<file path="config.mk">
export PLATFORM = sky130hd
export DESIGN_NAME = ex_mem_flag_stage
export DESIGN_NICKNAME = d
export VERILOG_FILES = /design/src/rtl/cpu_pkg.sv /design/src/rtl/ex_mem_flag_stage_flag_next.sv /design/src/rtl/ex_mem_flag_stage.sv
export SDC_FILE = /design/constraint.sdc
export NUM_CORES = 1
export LEC_CHECK = 0
export BUFFER_PORTS_ARGS = -buffer_cell sky130_fd_sc_hd__buf_2
export CAP_MARGIN = 30
export CORE_AREA = 4 4 57 59
export CTS_CLUSTER_SIZE = 30
export DETAILED_ROUTE_END_ITERATION = 10
export DIE_AREA = 0 0 61 63
export GPL_ROUTABILITY_DRIVEN = 0
export HOLD_SLACK_MARGIN = 0.06
export PLACE_DENSITY = 0.86
export SYNTH_ARGS = -nofsm -noshare
export SYNTH_HDL_FRONTEND = slang
export SYNTH_SLANG_ARGS = --single-unit
</file>
<file path="constraint.sdc">
create_clock -name clk -period 1.7 [get_ports clk]
set_clock_uncertainty 0.05 [all_clocks]
set_input_delay 0.34 -clock clk [delete_from_list [all_inputs] [get_ports clk]]
set_output_delay 0.34 -clock clk [all_outputs]
set_load 0.005 [all_outputs]
</file>
<file path="src/rtl/cpu_pkg.sv">
// Shared opcode, flag and bundle definitions for the 16-bit core.
// Imported by every pipeline stage that needs opcode decoding.
package cpu_pkg;

  localparam int DW_DEF = 16;
  localparam int RW_DEF = 4;
  localparam int OPW    = 4;
  localparam int FLGW   = 3;

  localparam logic [OPW-1:0] OP_ADD    = 4'b0000;
  localparam logic [OPW-1:0] OP_SUB    = 4'b0001;
  localparam logic [OPW-1:0] OP_XOR    = 4'b0010;
  localparam logic [OPW-1:0] OP_RED    = 4'b0011;
  localparam logic [OPW-1:0] OP_SLL    = 4'b0100;
  localparam logic [OPW-1:0] OP_SRA    = 4'b0101;
  localparam logic [OPW-1:0] OP_ROR    = 4'b0110;
  localparam logic [OPW-1:0] OP_PADDSB = 4'b0111;
  localparam logic [OPW-1:0] OP_LW     = 4'b1000;
  localparam logic [OPW-1:0] OP_SW     = 4'b1001;
  localparam logic [OPW-1:0] OP_LLB    = 4'b1010;
  localparam logic [OPW-1:0] OP_LHB    = 4'b1011;
  localparam logic [OPW-1:0] OP_B      = 4'b1100;
  localparam logic [OPW-1:0] OP_BR     = 4'b1101;
  localparam logic [OPW-1:0] OP_PCS    = 4'b1110;
  localparam logic [OPW-1:0] OP_HLT    = 4'b1111;

  localparam int FLG_Z = 0;
  localparam int FLG_V = 1;
  localparam int FLG_N = 2;

  typedef logic [FLGW-1:0] flags_t;

  function automatic logic sets_z(
    input logic [OPW-1:0] op
  );
    logic r;
    r = 1'b0;
    unique case (op)
      OP_ADD, OP_SUB, OP_XOR,
      OP_SLL, OP_SRA, OP_ROR: r = 1'b1;
      default:                r = 1'b0;
    endcase
    return r;
  endfunction

  function automatic logic sets_nv(
    input logic [OPW-1:0] op
  );
    logic r;
    r = 1'b0;
    unique case (op)
      OP_ADD, OP_SUB: r = 1'b1;
      default:        r = 1'b0;
    endcase
    return r;
  endfunction

endpackage

</file>
<file path="src/rtl/ex_mem_flag_stage_flag_next.sv">
// Next-state logic for the Z/V/N flag register.
// Purely combinational; the stage decides when to commit it.
module flag_next
  import cpu_pkg::*;
#(
  parameter int DW = 16
) (
  input  logic [OPW-1:0] opcode,
  input  logic [DW-1:0]  result,
  input  logic           ovf,
  input  flags_t         flags_q,
  output flags_t         flags_d
);

  logic upd_z;
  logic upd_nv;

  assign upd_z  = sets_z(opcode);
  assign upd_nv = sets_nv(opcode);

  always_comb begin
    flags_d = flags_q;
    if (upd_z) begin
      flags_d[FLG_Z] = (result == '0);
    end
    // ovf is only meaningful from the adder
    if (upd_nv) begin
      flags_d[FLG_N] = result[DW-1];
      flags_d[FLG_V] = ovf;
    end
  end

endmodule

</file>
<file path="src/rtl/ex_mem_flag_stage.sv">
// EX/MEM pipeline register with architectural flags and sticky halt.
// Priority per edge: rst, flush, stall, load.
module ex_mem_flag_stage
  import cpu_pkg::*;
#(
  parameter int DW = 16,
  parameter int RW = 4
) (
  input  logic           clk,
  input  logic           rst,
  input  logic           ex_valid,
  input  logic [3:0]     ex_opcode,
  input  logic [DW-1:0]  ex_result,
  input  logic           ex_ovf,
  input  logic [RW-1:0]  ex_rd,
  input  logic           ex_we,
  input  logic           stall,
  input  logic           flush,
  output logic           mem_valid,
  output logic [3:0]     mem_opcode,
  output logic [DW-1:0]  mem_result,
  output logic [RW-1:0]  mem_rd,
  output logic           mem_we,
  output logic           flag_z,
  output logic           flag_v,
  output logic           flag_n,
  output logic           halted
);

  typedef struct packed {
    logic          valid;
    logic [3:0]    opcode;
    logic [DW-1:0] result;
    logic [RW-1:0] rd;
    logic          we;
  } ex_mem_t;

  ex_mem_t mem_q;
  ex_mem_t mem_ld;
  flags_t  flags_q;
  flags_t  flags_d;
  logic    halted_q;
  logic    load;
  logic    commit;

  flag_next #(.DW(DW)) u_flag_next (
    .opcode  (ex_opcode),
    .result  (ex_result),
    .ovf     (ex_ovf),
    .flags_q (flags_q),
    .flags_d (flags_d)
  );

  assign load   = !flush && !stall;
  assign commit = load && ex_valid;

  always_comb begin
    mem_ld        = '0;
    mem_ld.valid  = ex_valid;
    mem_ld.opcode = ex_opcode;
    mem_ld.result = ex_result;
    mem_ld.rd     = ex_rd;
    // after HLT nothing may retire a register write
    mem_ld.we     = ex_we && ex_valid && !halted_q;
  end

  always_ff @(posedge clk) begin
    if (rst) begin
      mem_q <= '0;
    end else if (flush) begin
      mem_q <= '0;
    end else if (!stall) begin
      mem_q <= mem_ld;
    end
  end

  always_ff @(posedge clk) begin
    if (rst) begin
      flags_q  <= '0;
      halted_q <= 1'b0;
    end else if (commit) begin
      flags_q <= flags_d;
      if (ex_opcode == OP_HLT) begin
        halted_q <= 1'b1;
      end
    end
  end

  assign mem_valid  = mem_q.valid;
  assign mem_opcode = mem_q.opcode;
  assign mem_result = mem_q.result;
  assign mem_rd     = mem_q.rd;
  assign mem_we     = mem_q.we;
  assign flag_z     = flags_q[FLG_Z];
  assign flag_v     = flags_q[FLG_V];
  assign flag_n     = flags_q[FLG_N];
  assign halted     = halted_q;

endmodule
</file>
==> results.py <==
metrics = {
    "synth": {
        "synth_area_leader_cell": "dfxtp_1",
        "synth_area_um2": 1150,
        "synth_top_area_share_pct": 52.4,
        "yosys_warnings": 0,
        "netlist_instances": 113,
        "yosysSeqAreaShare_pct": 52.4,
        "syn-num-nets": 144,
        "synth_area_leaders": "dfxtp_1 52%, mux2i_1 22%, nor2_1 9.8%, nor4_1 1.6%, buf_2 1.3%",
        "synth.distinct_cells": 21,
        "synth-seq-cells": 30,
        "syn_area_per_cell_um2": 10.1,
    },
    "die": {
        "ios": 61,
        "fp.dieArea_um2": 3840,
        "initial_core_util_pct": 42.3,
        "coreArea_um2": 2710,
        "die_h_um": 63,
        "die_x_um": 61,
        "core.rowCount": 19,
    },
    "layout": {
        "final_nets": 206,
        "drive_above_1_share_pct": 39.8,
        "fill_cells": 266,
        "post-route-cell-area_um2": 1520,
        "fin_cells": 207,
        "syn2layout_area_growth_pct": 32.5,
        "diodes": 0,
        "final_common_cell": "buf_2",
        "multi_input_area_um2": 512,
        "layout_common_cells": "60 x buf_2, 30 x nor2_1, 30 x dfxtp_1",
        "final_core_util_pct": 56.0,
        "seq_area_um2": 601,
    },
    "global_route": {
        "grt_usage_pct": 15.7,
        "grt_pass1_vias": 997,
        "antenna_found_initial": 0,
        "grt-ovfl-total": 0,
        "grt_pass1_wl_um": 4460,
        "grt_max_degree": 28,
    },
    "timing": {
        "max_slew.worst_pin.slew_ns": 0.551,
        "setup_violations": 0,
        "min_period_over_period_pct": 70.6,
        "rsz0062_at_grt": "false",
        "tns_ns": 0,
        "finalHoldViolCount": 0,
        "layout_min_cycle_time_ns": 1.20,
        "max_clock_freq_mhz": 833,
        "slew_violations": 0,
        "maxSlewHeadroom_pct": 62.7,
    },
    "routing": {
        "drtIter0Drc": 31,
        "wl_met2_um": 1350,
        "drt-vias-per-instance": 5.01,
        "top_layer_used": "met4",
        "wire_per_inst_um": 13.6,
        "wl_met1_um": 1220,
        "totalWireLength_um": 2810,
        "ant_nets": 0,
        "drc": 0,
        "vias": 1038,
        "first_pass_iters": 4,
        "wl_met3_um": 187,
    },
    "clocking": {
        "tritoncts": "done",
        "hold_buffers": 0,
        "cts_root_buf": "clkbuf_4",
        "cts_resized": 0,
        "clk_path_buf_depth": 2,
        "clk_latency_ns": 0.32,
        "cts_sinks": 30,
        "postCtsSetupRepairBufs": 0,
        "cts_buffers": 5,
        "clk_pin_slew_ns": 0.09,
        "htree_num_levels": 2,
    },
    "outcome": {
        "outcome": "finished clean",
    },
    "min_path": {
        "min_path_type": "in -> reg",
    },
    "critical_path": {
        "path_buf_inv": 1,
        "worstSetupStartpointType": "register",
        "end_kind": "output port",
        "cpLargestDelayFamily": "flip-flops",
        "crit_arrival_ns": 0.81,
        "critPathKind": "reg -> out",
        "crit_path_top_delay_cell": "dfxtp_1",
        "critical_path.max_fanout": 3,
        "max_stage_delay_ns": 0.36,
        "required_ns": 1.31,
        "timing.critical_path.cells": "buf_2",
    },
    "power": {
        "cellPowerDensity_nw_per_um2": 869,
        "power_leakage_nw": 0.777,
        "power_mw": 1.32,
        "vdd_drop_max_uv": 678,
    },
    "run": {
        "max_cap_violations": 0,
    },
    "placement": {
        "dp.cells": 199,
        "dpl.hpwl_um": 2090,
        "port_buffers": 60,
        "place_area_um2": 1460,
    },
}
## path summary, 6_finish.rpt
path                                  from    endpoint  slack, ns  cells past startpoint
worst max-delay path                halted      halted       0.50                      1
worst min-delay path              ex_rd[2]   mem_rd[2]       0.20                      3
worst max register to register      halted      mem_we       0.81                      3
worst min register to register  flags_q[2]  flags_q[2]       0.43                      2
## power breakdown
| part | internal (mW) | total (mW) | leakage, nW | switching [mW] |
|---|---|---|---|---|
| Sequential | 0.723 | 0.732 | 0.244 | 0.00933 |
| Clock | 0.200 | 0.435 | 0.0353 | 0.235 |
| Combinational | 0.0756 | 0.154 | 0.497 | 0.0782 |
## cell type report
cell class / instances / area share [%]
Tap cell: 31 / 2.55
Timing Repair Buffer: 61 / 20.3
Clock buffer: 7 / 3.62
Sequential cell: 30 / 39.5
Clock inverter: 1 / 0.329
Multi-Input combinational cell: 77 / 33.7
## state kept, by name (all words and copies together), names as in the netlist
signal      count
mem_rd          4
mem_we          1
mem_opcode      4
mem_valid       1
halted          1
flags_q         3
mem_result     16
## synthesized netlist by cell type
library cell,count
dfxtp_1,30
nor3b_1,1
a41oi_1,1
nor4_1,3
or4b_4,1
nor4b_1,1
clkbuf_1,1
nor2b_1,1
a21oi_1,2
or2_2,1
buf_2,3
o21ai_0,2
buf_4,2
a32oi_1,1
nand4b_1,1
nand3_1,3
nor3_1,1
mux2i_1,25
nor2_1,30
o31ai_1,2
and2_1,1
## per-stage QoR
step | worst slack, ns | hold slack, ns
3_3_place_gp | 0.239 | 0.407
2_1_floorplan | 0.391 | 0.359
5_1_grt | 0.441 | 0.191
4_1_cts | 0.490 | 0.193
3_5_place_dp | 0.220 | 0.410
6_report | 0.500 | 0.198
## kinds of logic (layout without fill, tap and decap cells)
kind of cell	after synthesis	count (layout)	share of synthesized area, %
AOI/OAI and AO/OA	8	8	4.59
buffers and inverters	6	69	2.95
DFF	30	30	52.4
muxes	25	25	21.8
and+or+nand+nor	44	44	18.2
## per-layer routing
layer / vias to the layer above / GRT usage [%]
met3: 6 / 4.96
met5: - / 0
met4: 0 / 6.50
li1: 514 / -
met2: 36 / 25.7
met1: 482 / 18.3
## worst min-delay path, delay by kind of cell
family | cells | cell delay (ns)
muxes | 1 | 0.05
buffers and inverters | 1 | 0.07
and+or+nand+nor | 1 | 0.07
Note: power is estimated with default switching activity, not from simulation.
